<file path="config.mk">
export PLATFORM = sky130hd
export DESIGN_NAME = hack_alu_seq
export DESIGN_NICKNAME = d
export VERILOG_FILES = /design/src/rtl/hack_alu_pkg.sv /design/src/rtl/hack_alu_comb.sv /design/src/rtl/hack_alu_seq.sv
export SDC_FILE = /design/constraint.sdc
export NUM_CORES = 1
export LEC_CHECK = 0
export ABC_AREA = 1
export CAP_MARGIN = 10
export CORE_UTILIZATION = 50
export DETAILED_ROUTE_END_ITERATION = 10
export GPL_ROUTABILITY_DRIVEN = 0
export PLACE_DENSITY = 0.81
export REMOVE_ABC_BUFFERS = 1
export SETUP_SLACK_MARGIN = 0.4
export SYNTH_ARGS = -nofsm -noshare
export SYNTH_HDL_FRONTEND = slang
export SYNTH_SLANG_ARGS = --single-unit
</file>
<file path="constraint.sdc">
create_clock -name clk -period 2.54 [get_ports clk]
set_clock_uncertainty 0.1 [all_clocks]
set_input_delay 0.254 -clock clk [delete_from_list [all_inputs] [get_ports clk]]
set_output_delay 0.254 -clock clk [all_outputs]
set_load 0.02 [all_outputs]
</file>
<file path="src/rtl/hack_alu_pkg.sv">
// Shared definitions for the sequential Hack ALU: control bit positions,
// FSM state encoding and named control codes.
package hack_alu_pkg;

  localparam int CTRL_ZX = 5;
  localparam int CTRL_NX = 4;
  localparam int CTRL_ZY = 3;
  localparam int CTRL_NY = 2;
  localparam int CTRL_F  = 1;
  localparam int CTRL_NO = 0;

  typedef enum logic {
    ST_IDLE = 1'b0,
    ST_MUL  = 1'b1
  } state_t;

  localparam logic [5:0] C_ZERO   = 6'b101010;
  localparam logic [5:0] C_XPLUSY = 6'b000010;
  localparam logic [5:0] C_XMINUSY = 6'b010011;
  localparam logic [5:0] C_XANDY  = 6'b000000;

endpackage

</file>
<file path="src/rtl/hack_alu_comb.sv">
// Combinational Hack datapath: operand pre-processing (zx/nx/zy/ny) and the
// f/no function. Carry/overflow outputs exist only with HACK_ALU_CARRY_EN.
module hack_alu_comb
  import hack_alu_pkg::*;
#(
  parameter int WIDTH = 16
) (
  input  logic [WIDTH-1:0] x,
  input  logic [WIDTH-1:0] y,
  input  logic [5:0]       ctrl,
  output logic [WIDTH-1:0] xp,
  output logic [WIDTH-1:0] yp,
  output logic [WIDTH-1:0] result
`ifdef HACK_ALU_CARRY_EN
  ,
  output logic             cy,
  output logic             ov
`endif
);

  logic [WIDTH-1:0] sum_lo;
  logic [WIDTH-1:0] r;

  assign xp = (ctrl[CTRL_ZX] ? '0 : x) ^ {WIDTH{ctrl[CTRL_NX]}};
  assign yp = (ctrl[CTRL_ZY] ? '0 : y) ^ {WIDTH{ctrl[CTRL_NY]}};

`ifdef HACK_ALU_CARRY_EN
  logic c_out;
  assign {c_out, sum_lo} = {1'b0, xp} + {1'b0, yp};
  // Flags describe the adder only; AND ops report zero.
  assign cy = ctrl[CTRL_F] & c_out;
  assign ov = ctrl[CTRL_F] & (xp[WIDTH-1] == yp[WIDTH-1]) & (sum_lo[WIDTH-1] != xp[WIDTH-1]);
`else
  assign sum_lo = xp + yp;
`endif

  assign r      = ctrl[CTRL_F] ? sum_lo : (xp & yp);
  assign result = r ^ {WIDTH{ctrl[CTRL_NO]}};

endmodule

</file>
<file path="src/rtl/hack_alu_seq.sv">
// Handshaked, registered Hack ALU with an iterative shift-add multiply mode.
// Optional carry/overflow outputs (cy, ov) are enabled by HACK_ALU_CARRY_EN.
module hack_alu_seq
  import hack_alu_pkg::*;
#(
  parameter int WIDTH = 16
) (
  input  logic             clk,
  input  logic             reset,
  input  logic             in_valid,
  output logic             in_ready,
  input  logic [WIDTH-1:0] x,
  input  logic [WIDTH-1:0] y,
  input  logic [5:0]       ctrl,
  input  logic             op_mul,
  output logic             out_valid,
  input  logic             out_ready,
  output logic [WIDTH-1:0] out,
  output logic             zr,
  output logic             ng
`ifdef HACK_ALU_CARRY_EN
  ,
  output logic             cy,
  output logic             ov
`endif
);

  localparam int CNT_W = $clog2(WIDTH) + 1;

  state_t           state, state_d;
  logic [CNT_W-1:0] cnt, cnt_d;
  logic [WIDTH-1:0] acc, acc_d, mx, mx_d, my, my_d;
  logic             no_q, no_d;
  logic [WIDTH-1:0] xp, yp, hack_res, acc_sum;
  logic             accept, ld, valid_d;
  logic [WIDTH-1:0] ld_val;
`ifdef HACK_ALU_CARRY_EN
  logic             hack_cy, hack_ov, ld_cy, ld_ov;
`endif

  hack_alu_comb #(.WIDTH(WIDTH)) u_comb (
    .x      (x),
    .y      (y),
    .ctrl   (ctrl),
    .xp     (xp),
    .yp     (yp),
    .result (hack_res)
`ifdef HACK_ALU_CARRY_EN
    ,
    .cy     (hack_cy),
    .ov     (hack_ov)
`endif
  );

  assign in_ready = (state == ST_IDLE) && (!out_valid || out_ready);
  assign accept   = in_valid && in_ready;

  // Multiplicand shifts left and multiplier right each step, so bit 0 of my
  // is always y'[cnt] and mx is always x'<<cnt.
  assign acc_sum  = acc + (my[0] ? mx : '0);

  always_comb begin
    state_d = state;
    cnt_d   = cnt;
    acc_d   = acc;
    mx_d    = mx;
    my_d    = my;
    no_d    = no_q;
    valid_d = out_valid && !out_ready;
    ld      = 1'b0;
    ld_val  = hack_res;
`ifdef HACK_ALU_CARRY_EN
    ld_cy   = hack_cy;
    ld_ov   = hack_ov;
`endif
    case (state)
      ST_IDLE: begin
        if (accept) begin
          if (op_mul) begin
            state_d = ST_MUL;
            mx_d    = xp;
            my_d    = yp;
            acc_d   = '0;
            cnt_d   = '0;
            no_d    = ctrl[CTRL_NO];
          end else begin
            ld = 1'b1;
          end
        end
      end
      ST_MUL: begin
        acc_d = acc_sum;
        mx_d  = mx << 1;
        my_d  = my >> 1;
        cnt_d = cnt + 1'b1;
        if (cnt == CNT_W'(WIDTH - 1)) begin
          state_d = ST_IDLE;
          ld      = 1'b1;
          ld_val  = acc_sum ^ {WIDTH{no_q}};
`ifdef HACK_ALU_CARRY_EN
          ld_cy   = 1'b0;
          ld_ov   = 1'b0;
`endif
        end
      end
      default: state_d = ST_IDLE;
    endcase
    if (ld) valid_d = 1'b1;
  end

  always_ff @(posedge clk or posedge reset) begin
    if (reset) state <= ST_IDLE;
    else       state <= state_d;
  end

  always_ff @(posedge clk or posedge reset) begin
    if (reset) begin
      cnt       <= '0;
      acc       <= '0;
      mx        <= '0;
      my        <= '0;
      no_q      <= 1'b0;
      out       <= '0;
      zr        <= 1'b0;
      ng        <= 1'b0;
      out_valid <= 1'b0;
`ifdef HACK_ALU_CARRY_EN
      cy        <= 1'b0;
      ov        <= 1'b0;
`endif
    end else begin
      cnt       <= cnt_d;
      acc       <= acc_d;
      mx        <= mx_d;
      my        <= my_d;
      no_q      <= no_d;
      out_valid <= valid_d;
      if (ld) begin
        out <= ld_val;
        zr  <= (ld_val == '0);
        ng  <= ld_val[WIDTH-1];
`ifdef HACK_ALU_CARRY_EN
        cy  <= ld_cy;
        ov  <= ld_ov;
`endif
      end
    end
  end

endmodule

</file>
Word level (Yosys, flattened, before mapping)

Cells that the tools add are included.

Output and inout port bits: 20
Register bits after elaboration: 74
Word-level logic and storage cells: 58

Equality and inequality tests: 3
Multiplexer cells: 27
Reductions and logical operators: 9
Bitwise gates (word level): 6
Add/subtract/negate cells: 3

Operators with widths:

| kind                | count |
|---|---|
| $mux 16             | 12 |
| $pmux 16 s2         | 3 |
| $xor 16x16->16      | 4 |
| $add 16x16->16      | 2 |
| $and 16x16->16      | 1 |
| $logic_not 16->1    | 1 |
| $mux 5              | 2 |
| $pmux 5 s2          | 1 |
| $mux 1              | 7 |
| $add 5x1->5 const B | 1 |
| $eq 5x4->1 const B  | 1 |
| $ne 2x2->1 const B  | 2 |
| $pmux 1 s2          | 2 |
| $logic_and 1x1->1   | 3 |
| $reduce_and 3->1    | 1 |
| $logic_not 1->1     | 2 |
| $reduce_and 2->1    | 1 |
| $logic_or 1x1->1    | 1 |
| $not 1->1           | 1 |

Depth between registers and ports, before layout

Gate-level depths: netlist of run 1.

Word-level depth: 8
Gate-level depth with buffers: 25

Hierarchy

Synthesis of run 1 repeated with hierarchy kept, for this count alone.

Cell total of the unflattened synthesis: 1083
Area total of the unflattened synthesis: 6796.5 µm²

Modules (own cells, without submodules):

| module        | instances | cells an instance | area each (µm²) |
|---|---|---|---|
| hack_alu_seq  | 1         | 656               | 4682.0 |
| hack_alu_comb | 1         | 427               | 2114.5 |

Worst setup path before layout of run 1

Ideal clock, no wire load.

Path type: input port to flip-flop
Start point: input port ctrl[5]
End point: register zr
Library setup time: 65 ps
Slack: -440 ps
Data arrival time: 2815 ps
Data required time: 2375 ps
Stages: 22
Path through: inv_2 buf_6 clkbuf_1 nand2_1 xor2_1 ha_1 inv_1 fa_1 xor2_1 nand2_1 o21ai_0 xor2_1 nor2_1 a21oi_1 nand3b_1 nor2_1 nand2_1 nor2_1 nand2_1 nor2_1 nand4_1 nand2_1

Longest elaborated chain between the ends: 8
Elaborated cells between the ends (all ways): 9
Classes of those cells: add/sub (1); mux (4); bitwise (3); reduce/logical (1)

RTL lines:

| element                                          | line                                     | text |
|---|---|---|
| start, declared                                  | hack_alu_seq.sv:14                       | `input logic [5:0] ctrl,` |
| $mux 16 *                                        | hack_alu_comb.sv:24                      | `assign xp = (ctrl[CTRL_ZX] ? '0 : x) ^ {WIDTH{ctrl[CTRL_NX]}};` |
| $xor 16x16->16 *                                 | hack_alu_comb.sv:24                      |  |
| $add 16x16->16 or $and 16x16->16 (tied branches) | hack_alu_comb.sv:34, hack_alu_comb.sv:37 |  |
| $mux 16 *                                        | hack_alu_comb.sv:37                      | `assign r = ctrl[CTRL_F] ? sum_lo : (xp & yp);` |
| $xor 16x16->16 *                                 | hack_alu_comb.sv:38                      | `assign result = r ^ {WIDTH{ctrl[CTRL_NO]}};` |
| $mux 16                                          | hack_alu_seq.sv:96                       | `if (cnt == CNT_W'(WIDTH - 1)) begin` |
| $mux 16 *                                        | hack_alu_seq.sv:76                       | `case (state)` |
| $logic_not 16->1 *                               | hack_alu_seq.sv:140                      | `zr <= (ld_val == '0);` |
| end signal, assigned                             | hack_alu_seq.sv:140                      |  |
| end, declared                                    | hack_alu_seq.sv:19                       | `output logic zr,` |

Mark *: on every way between the ends. The rest lies on a longest branch, timed or not.
A chain may end at the register's enable or synchronous reset.

Worst setup path after layout of run 1

Start point: register my[0]
End point: register zr

Longest elaborated chain between the ends: 6

RTL lines:

| element                | line                | text |
|---|---|---|
| start, declared        | hack_alu_seq.sv:32  | `logic [WIDTH-1:0] acc, acc_d, mx, mx_d, my, my_d;` |
| start signal, assigned | hack_alu_seq.sv:135 | `my <= my_d;` |
| $mux 16                | hack_alu_seq.sv:60  | `assign acc_sum = acc + (my[0] ? mx : '0);` |
| $add 16x16->16         | hack_alu_seq.sv:60  |  |
| $xor 16x16->16         | hack_alu_seq.sv:99  | `ld_val = acc_sum ^ {WIDTH{no_q}};` |
| $mux 16                | hack_alu_seq.sv:96  |  |
| $mux 16                | hack_alu_seq.sv:76  |  |
| $logic_not 16->1       | hack_alu_seq.sv:140 |  |

Every way passes these cells.

==> results of run 1 <==
## routing by layer
| metal | GRT usage, % | vias up | wire length [um] |
|---|---|---|---|
| li1 | - | 3421 | - |
| met1 | 38.5 | 3606 | 9070 |
| met2 | 52.4 | 543 | 11700 |
| met3 | 6.00 | 143 | 2360 |
| met4 | 9.65 | 0 | 1480 |
| met5 | 0 | - | 0 |
## layout make-up
| cell class | count | area (um^2) | share of cell area, % |
|---|---|---|---|
| clock buffers | 11 | 233 | 2.40 |
| repair buffers | 254 | 2250 | 23.1 |
| multi-input cells | 709 | 4740 | 48.8 |
| well taps | 168 | 210 | 2.16 |
| flip-flops and latches | 73 | 1830 | 18.8 |
| clock inverters | 5 | 56.3 | 0.580 |
| inverters | 99 | 398 | 4.10 |
## worst max path at each step
stage | start | to | slack, ps | cells past startpoint
3_5_place_dp | ctrl[4] | zr$_DFFE_PP0P_ | -850 | 20
3_3_place_gp | ctrl[4] | zr$_DFFE_PP0P_ | -780 | 20
5_1_grt | my[0]$_DFFE_PP0P_ | zr$_DFFE_PP0P_ | -530 | 17
2_1_floorplan | state$_DFF_PP0_ | mx[1]$_DFFE_PP0P_ | -880 | 7
6_report | my[0]$_DFFE_PP0P_ | zr$_DFFE_PP0P_ | -490 | 18
4_1_cts | my[0]$_DFFE_PP0P_ | zr$_DFFE_PP0P_ | -210 | 19
## through the flow
step	worst slack (ps)	setup TNS (ps)	hold WS, ps
6_report	-488	-2300	210
5_1_grt	-526	-3230	284
4_1_cts	-214	-770	234
3_5_place_dp	-854	-8830	373
3_3_place_gp	-783	-7930	362
2_1_floorplan	-884	-24300	250
## logic make-up (layout without fill, tap and decap cells)
| family | after synthesis | count (layout) | share of synthesized area (%) |
|---|---|---|---|
| AO/OA/AOI/OAI | 128 | 128 | 12.3 |
| flip-flops | 73 | 73 | 29.3 |
| AND/OR/NAND/NOR | 501 | 501 | 35.0 |
| adder cells (fa/ha/maj) | 35 | 35 | 7.27 |
| buffers and inverters | 140 | 369 | 9.53 |
| XOR/XNOR | 45 | 45 | 6.54 |
## where the power goes
part	internal, mW	switching (mW)
Clock	0.759	0.524
Combinational	3.63	4.26
Sequential	1.72	0.443
Total	6.11	5.23
## critical path, cell delays in order, from the launching register on
cell and delay [ps]:
dfrtp_1 380, buf_6 180, buf_12 140, nand2_1 50, inv_1 120, ha_4 230
a21oi_1 220, o21ai_2 110, a21oi_4 210, o21ai_4 100, a21o_1 230, or2_1 280
nand2_2 80, nand2_1 60, nand3_2 80, nand2_1 90, nor2_2 140, nand4_1 90
nand2_1 70
## registers in the layout (all words and copies together), names as in the netlist
| name | cells |
|---|---|
| state | 1 |
| cnt | 5 |
| my | 16 |
| out | 16 |
| no_q | 1 |
| acc | 16 |
| out_valid | 1 |
| mx | 16 |
| zr | 1 |
## Yosys cell counts, types with 3 or more instances
master / number / share of area, %
a221oi_1: 3 / 0.42
o21ai_0: 32 / 2.6
xnor2_1: 6 / 0.84
inv_1: 86 / 5.2
or2_2: 7 / 0.70
nand3_1: 84 / 6.7
o211ai_1: 13 / 1.6
nand2_1: 299 / 18
clkbuf_1: 24 / 1.4
nand4_1: 5 / 0.50
o221ai_1: 3 / 0.42
buf_6: 3 / 0.54
o21ai_1: 3 / 0.24
buf_2: 7 / 0.56
dfrtp_1: 73 / 29
a31oi_1: 10 / 1.0
nand2_2: 28 / 2.8
buf_1: 3 / 0.18
ha_1: 33 / 6.6
a21o_1: 3 / 0.36
nor3_1: 5 / 0.40
nand3_2: 10 / 1.6
inv_2: 9 / 0.54
xor2_1: 38 / 5.3
o22ai_1: 13 / 1.3
nor2_1: 56 / 3.4
a21oi_1: 36 / 2.9
a22o_1: 5 / 0.70
nand3b_1: 4 / 0.48
## cells in the final DEF (no fill, tap or decap), types with 13 or more instances in the layout
| cell | n |
|---|---|
| a21oi_1 | 15 |
| nand3_1 | 74 |
| inv_1 | 69 |
| a21oi_2 | 16 |
| xor2_1 | 22 |
| nand2_2 | 59 |
| buf_6 | 19 |
| clkdlybuf4s50_1 | 51 |
| o21ai_0 | 17 |
| nand3_2 | 17 |
| dfrtp_1 | 73 |
| ha_4 | 21 |
| clkbuf_16 | 13 |
| xor2_2 | 14 |
| buf_4 | 165 |
| inv_2 | 22 |
| nor2_1 | 48 |
| nand2_1 | 261 |
| o211ai_1 | 13 |
| o22ai_1 | 13 |
## repair_timing
action	4_1_cts	5_1_grt
setup buffers	11	28
gates resized for setup	78	173
gates cloned	0	4
hold buffers	0	0
endpoints found under the setup margin	27	32
pin swaps	33	63
==> flow_summary.toml, run 1 <==
[timing]
layout_setup_ws_ps = -488
finalHoldViolations = 0
min_period_ps = 3030
fmax_mhz = 330
period_share_pct = 119
relSlewSlack_pct = 67.7
finalMaxSlewViolations = 0
grt_setup_unrepaired = "true"
max_slew.worst_pin.slew_ps = 484
setup_viol = 13

[global_routing]
grt_antenna_before_repair = 0
grt_max_degree = 74
grt_first_pass_wirelength_um = 30800
overflow = 0
gr-usage-all-layers_pct = 30.5
first_global_vias = 6477

[placed_design]
dp_hpwl_um = 13700
dp.cells = 1260
placed_cell_area_um2 = 8020
port_buffers = 62

[finish]
design_area_um2 = 9710
syn_to_final_growth_pct = 55.8
finish.utilization_pct = 80.5
layout.cells.non_filler = 1319
nets = 1224
fillCellCount = 669
antenna_cells = 0
drive_gt1_share_pct = 37.2

[critical_path]
r2r.worst_path.cells = 18
start_kind = "flip-flop"
r2r-start = "my[0]$_DFFE_PP0P_"
required_ps = 2740
worstPathArrival_ps = 3220
rrSetupSlack_ps = -490
path_max_fanout = 7
crit_type = "flip-flop to flip-flop"
rr_endpoint = "zr$_DFFE_PP0P_"
cp-end-kind = "flip-flop"

[clocking]
clockBufferDepth = 2
cts_root_buffer = "clkbuf_16"
cts_buffers = 9
h-tree-depth = 3
clkTransAtPathRegs_ps = 60
clk_latency_ps = 350
numClockSinks = 73
cts_tree = "yes"

[power]
irDropWorstVdd_v = 0.000706
p_per_area_nw_per_um2 = 1170
p_leak_nw = 4.75
power_mw = 11.3

[floorplanning]
io_pins = 63
die_w_um = 114
core-area_um2 = 12100
initial_core_util_pct = 51.7
die_h_um = 114
die_area_um2 = 12900
rows = 40

[detailed_routing]
route.vias.total = 7713
drc = 0
routed_wl_um = 24700
drtIter0Drc = 847
first_pass_iters = 6
ant_nets = 0
viasPerCell = 5.85
wl_per_cell_um = 18.7

[logic_synthesis]
synth.avg_cell_area_um2 = 6.76
yosysUniqueCellTypes = 44
syn_area_um2 = 6230
synthArstFlopShare_pct = 100
synth_ff_type = "dfrtp_1"
yosysSeqAreaShare_pct = 29.3
yosysWarnings = 0
ys_ff_latch = 73
synth_edf_count = 0
netlist_instances = 922

[run]
max_cap_violations = 0

[status]
violations = "setup timing"
status = "finished with violations"

[min_path]
worst_hold_path_type = "input pin to async pin"
Note: power is estimated with default switching activity, not from simulation.
==> inputs of run 2 (changes only) <==
--- a/config.mk
+++ b/config.mk
@@ -9,7 +9,6 @@
 export CAP_MARGIN = 10
 export CORE_UTILIZATION = 50
 export DETAILED_ROUTE_END_ITERATION = 10
-export GPL_ROUTABILITY_DRIVEN = 0
 export PLACE_DENSITY = 0.81
 export REMOVE_ABC_BUFFERS = 1
 export SETUP_SLACK_MARGIN = 0.4
==> constraint.sdc (replaced) <==
create_clock -name clk -period 2.74 [get_ports clk]
set_clock_uncertainty 0.1 [all_clocks]
set_input_delay 0.274 -clock clk [delete_from_list [all_inputs] [get_ports clk]]
set_output_delay 0.274 -clock clk [all_outputs]
set_load 0.02 [all_outputs]
==> flow_summary.toml, run 2 (synthesis gave the netlist of run 1 again) <==
[detailed_routing]
viasPerCell = 5.85
met1_length_um = 8910
drtIter0Drc = 923
wl_per_cell_um = 18.4
ant_nets = 0
wl_met2_um = 11500
first_pass_iters = 6
drc = 0
routed_wl_um = 24000
routed.top_layer = "met4"
wl_met3_um = 2130
route.vias.total = 7610

[finish]
finish.utilization_pct = 77.9
multiInputGateArea_um2 = 4610
final_common_cell = "nand2_1"
syn_to_final_growth_pct = 50.7
design_area_um2 = 9390
drive_gt1_share_pct = 33.8
layout_common_cells = "nand2_1, buf_4, inv_1"
regArea_um2 = 1830
antenna_cells = 0
nets = 1206
fillCellCount = 734

[floorplanning]
core-area_um2 = 12100
initial_core_util_pct = 51.7
die_w_um = 114
rows = 40
io_pins = 63
die_h_um = 114
die_area_um2 = 12900

[run]
max_cap_violations = 0

[min_path]
worst_hold_path_type = "input pin to async pin"

[timing]
relSlewSlack_pct = 67.1
finalMaxSlewViolations = 0
layout_setup_ws_ps = -191
min_period_ps = 2930
period_share_pct = 107
finalSetupTns_ps = -656
setup_viol = 5
max_slew.worst_pin.slew_ps = 494
finalHoldViolations = 0
grt_setup_unrepaired = "true"
fmax_mhz = 341

[clocking]
numClockSinks = 73
cts_buffers = 9
cts_tree = "yes"
h-tree-depth = 3
clockBufferDepth = 2
clk_latency_ps = 360
clkTransAtPathRegs_ps = 60
cts_root_buffer = "clkbuf_16"

[critical_path]
required_ps = 2940
crit_type = "flip-flop to flip-flop"
r2r.worst_path.cells = 20
worstPathArrival_ps = 3130
rrSetupSlack_ps = -190
start_kind = "flip-flop"
cp-end-kind = "flip-flop"
rr_endpoint = "zr$_DFFE_PP0P_"
r2r-start = "my[0]$_DFFE_PP0P_"
path_max_fanout = 3

[power]
swShare_pct = 46.7
p_sw_mw = 4.83
irDropWorstVdd_v = 0.000496
intPower_mw = 5.52
p_leak_nw = 4.66
power_frac_comb_pct = 68.5
pwr-share-seq_pct = 19.5
pwr-share-clk_pct = 12.0
p_per_area_nw_per_um2 = 1100
power_mw = 10.3

[status]
violations = "setup timing"
status = "finished with violations"

[global_routing]
grt_first_pass_wirelength_um = 32900
grt_max_degree = 45
overflow = 0
first_global_vias = 7000
gr-usage-all-layers_pct = 33.0
grt_antenna_before_repair = 0

[placed_design]
placed_cell_area_um2 = 7920
dp_hpwl_um = 13700
port_buffers = 62
place_ws_ps = -672
globalplace.congestion = 0.953
-- run 2: worst max-delay path, stage by stage (launching register included) --
cell	delay, ps
dfrtp_1	420
nand2_2	90
inv_2	50
ha_4	160
fa_2	370
nand2_1	100
nand2_1	80
nand2_2	100
nand2_4	80
a21oi_4	200
buf_4	150
buf_6	110
xnor2_4	130
inv_2	50
nand2_1	80
nand3_2	80
nand2_2	100
nand3_1	130
nor2_2	140
nand4_1	100
nand2_1	70
-- run 2: worst max path at each step --
stage / start / endpoint / depth (start not counted) / slack (ps)
global route: my[0]$_DFFE_PP0P_ / zr$_DFFE_PP0P_ / 18 / -290
global placement: ctrl[4] / zr$_DFFE_PP0P_ / 20 / -630
detailed placement: ctrl[2] / zr$_DFFE_PP0P_ / 20 / -670
finish: my[0]$_DFFE_PP0P_ / zr$_DFFE_PP0P_ / 20 / -190
CTS: my[0]$_DFFE_PP0P_ / zr$_DFFE_PP0P_ / 19 / -40
floorplan: state$_DFF_PP0_ / mx[1]$_DFFE_PP0P_ / 7 / -680
-- run 2: metal layers --
layer	vias to the layer above	track usage, %
li1	3386	-
met1	3571	39.7
met2	514	56.6
met3	139	5.84
met4	0	16.7
met5	-	0
-- run 2: final cells by class --
class / instances / share of cell area [%]
Clock inverter: 6 / 0.719
Multi-Input combinational cell: 709 / 49.0
Clock buffer: 10 / 2.44
Inverter: 99 / 4.12
Sequential cell: 73 / 19.4
Tap cell: 168 / 2.24
Timing Repair Buffer: 236 / 22.0
-- run 2: repair_timing --
| action | in CTS | in global routing |
|---|---|---|
| cloned | 2 | 0 |
| resized for setup | 118 | 93 |
| buffers inserted | 20 | 17 |
| endpoints found under the hold margin | 0 | 0 |
| setup endpoints to repair | 24 | 24 |
| hold buffers | 0 | 0 |
| pin swaps | 44 | 43 |
-- run 2: metrics by stage --
step | instances | hold WS, ps
after floorplan | 881 | 270
after global placement | 1246 | 363
after detailed placement | 1246 | 372
after CTS | 1284 | 94.6
after global routing | 1301 | 110
final | 1301 | 81.7
-- run 2: power groups by stage --
| stage | sequential, mW | clock, mW | combinational (mW) |
|---|---|---|---|
| finish | 2.02 | 1.24 | 7.08 |
| global route | 2.06 | 1.28 | 7.47 |
| CTS | 1.95 | 1.22 | 5.54 |
| detailed placement | 1.94 | 0 | 4.67 |
| global placement | 1.92 | 0 | 4.52 |
| floorplan | 2.06 | 0 | 2.80 |
==> inputs of run 3 (changes only) <==
--- a/config.mk
+++ b/config.mk
@@ -6,10 +6,10 @@
 export NUM_CORES = 1
 export LEC_CHECK = 0
 export ABC_AREA = 1
-export CAP_MARGIN = 10
-export CORE_UTILIZATION = 50
+export CAP_MARGIN = 20
+export CORE_UTILIZATION = 43
 export DETAILED_ROUTE_END_ITERATION = 10
-export PLACE_DENSITY = 0.81
+export PLACE_DENSITY = 0.73
 export REMOVE_ABC_BUFFERS = 1
 export SETUP_SLACK_MARGIN = 0.4
 export SYNTH_ARGS = -nofsm -noshare
==> constraint.sdc (replaced) <==
create_clock -name clk -period 2.74 [get_ports clk]
set_clock_uncertainty 0.1 [all_clocks]
set_input_delay 0.274 -clock clk [delete_from_list [all_inputs] [get_ports clk]]
set_output_delay 0.274 -clock clk [all_outputs]
set_load 0.01 [all_outputs]
==> flow_summary.toml, run 3 (synthesis gave the netlist of run 1 again) <==
[critical_path]
path_max_fanout = 3
slowest_stage = "dfrtp_1"
worstPathArrival_ps = 2950
cpPeakStageDelay_ps = 400
rr_endpoint = "zr$_DFFE_PP0P_"
start_kind = "flip-flop"
cp-end-kind = "flip-flop"
crit_type = "flip-flop to flip-flop"
required_ps = 2930
crit_family = "simple AND/OR/NAND/NOR gates"
cpMostUsedCell = "nand2_1"
cp_num_buf_inv = 1
rrSetupSlack_ps = -20
r2r-start = "my[0]$_DFFE_PP0P_"
crit_chain = "nand2_1 -> inv_2 -> ha_4 -> fa_2 -> nand2_1 -> nand2_1 -> nand2_2 -> nand2_4 -> a21oi_4 -> o21ai_2 -> a21o_1 -> or2_4 -> nand2_4 -> nand2_2 -> nand3_2 -> nand2_1 -> nor2_1 -> nand4_1 -> nand2_1"
r2r.worst_path.cells = 19

[status]
status = "finished with violations"
violations = "setup timing"

[floorplanning]
rows = 43
io_pins = 63
die_w_um = 122
core-area_um2 = 14000
initial_core_util_pct = 44.6
die_area_um2 = 15000
die_h_um = 122

[finish]
regArea_um2 = 1830
layout_common_cells = "nand2_1, buf_4, nand3_1"
drive_gt1_share_pct = 36.4
syn_to_final_growth_pct = 54.9
fillCellCount = 1079
final_common_cell = "nand2_1"
layout.cells.non_filler = 1328
nets = 1220
multiInputGateArea_um2 = 4740

[clocking]
clkTransAtPathRegs_ps = 60
cts_root_buffer = "clkbuf_16"
hold_buffers = 0
numClockSinks = 73
clockBufferDepth = 2
cts_buffers = 9
h-tree-depth = 3
clk_latency_ps = 350
cts_tree = "yes"

[timing]
max_slew.worst_pin.slew_ps = 609
finalSetupTns_ps = -18.3
finalHoldViolations = 0
period_share_pct = 101
layout_setup_ws_ps = -18.3
hold_ws_ps = 212
grt_setup_unrepaired = "true"
relSlewSlack_pct = 59.4
fmax_mhz = 363
setup_viol = 1
min_period_ps = 2760
finalMaxSlewViolations = 0

[global_routing]
overflow = 0
gr-usage-all-layers_pct = 28.5
grt_first_pass_wirelength_um = 32600
first_global_vias = 6601
grt_max_degree = 29
grt_antenna_before_repair = 1

[run]
max_cap_violations = 0

[detailed_routing]
first_pass_iters = 5
drtIter0Drc = 741
drc = 0
routed_wl_um = 22100
wl_per_cell_um = 16.6
viasPerCell = 5.40
route.vias.total = 7175
ant_nets = 0

[power]
power_mw = 9.63
intPower_mw = 5.35
p_leak_nw = 4.74
swShare_pct = 44.5
power_frac_comb_pct = 67.0
pwr-share-seq_pct = 21.2
irDropWorstVdd_v = 0.000536
p_sw_mw = 4.28
p_per_area_nw_per_um2 = 998
pwr-share-clk_pct = 11.8

[placed_design]
globalplace.congestion = 0.945
port_buffers = 62
dp.cells = 1268
dp_hpwl_um = 14200

[min_path]
worst_hold_path_type = "input pin to async pin"
==> run 3: changes by cell type in the layout (fill, tap and decap cells not counted), sizes merged <==
cell           previous run  this run
clkbuf                   13        15
clkdlybuf4s50            53        49
bufinv                    1         0
inv                      97        96
clkinvlp                  2         1
dlymetal6s2s              0         5
buf                     175       190
clkinv                    5         4
diode                     0         1
==> run 3: layer usage <==
layer	GRT usage [%]	vias up	share of wire, %	routed length (um)
met5	0	-	0	0
li1	-	3407	-	-
met4	11.6	0	3.5	764
met3	4.65	71	6.0	1320
met1	36.4	3359	43	9450
met2	47.6	338	48	10500
==> run 3: worst max path at each step <==
stage | from | endpoint | slack, ps | cells past startpoint
finish | my[0]$_DFFE_PP0P_ | zr$_DFFE_PP0P_ | -20 | 19
global route | my[0]$_DFFE_PP0P_ | zr$_DFFE_PP0P_ | -160 | 19
CTS | my[0]$_DFFE_PP0P_ | zr$_DFFE_PP0P_ | 50 | 19
detailed placement | ctrl[2] | zr$_DFFE_PP0P_ | -710 | 19
global placement | ctrl[2] | zr$_DFFE_PP0P_ | -640 | 18
floorplan | state$_DFF_PP0_ | mx[1]$_DFFE_PP0P_ | -610 | 7
==> run 3: per-stage QoR <==
stage	utilization (%)	setup slack [ps]	instance area [um^2]
6_report	69.0	-18.3	9660
5_1_grt	69.0	-161	9660
4_1_cts	63.5	52.2	8880
3_5_place_dp	57.1	-709	7990
3_3_place_gp	57.1	-641	7990
2_1_floorplan	-	-612	6020
==> run 3: power by group through the flow <==
| stage | registers, mW | logic (mW) | clock network, mW |
|---|---|---|---|
| final | 2.04 | 6.46 | 1.13 |
| after global routing | 2.10 | 6.94 | 1.19 |
| after CTS | 1.99 | 5.27 | 1.15 |
| after detailed placement | 1.97 | 4.61 | 0 |
| after global placement | 1.96 | 4.50 | 0 |
| after floorplan | 1.97 | 2.79 | 0 |
==> run 3: what timing repair did <==
action | in CTS | in global routing
gates resized for setup | 105 | 138
cloned | 1 | 0
pin swaps | 49 | 48
setup buffers | 21 | 21
endpoints found under the setup margin | 23 | 24
==> run 3: final cells by class <==
type / instances / share of cell area, %
multi-input combinational: 709 / 49.1
timing repair buffer: 250 / 22.7
sequential: 73 / 18.9
inverter: 99 / 4.11
clock buffer: 14 / 2.73
tap: 180 / 2.33
clock inverter: 2 / 0.130
antenna: 1 / 0.0259
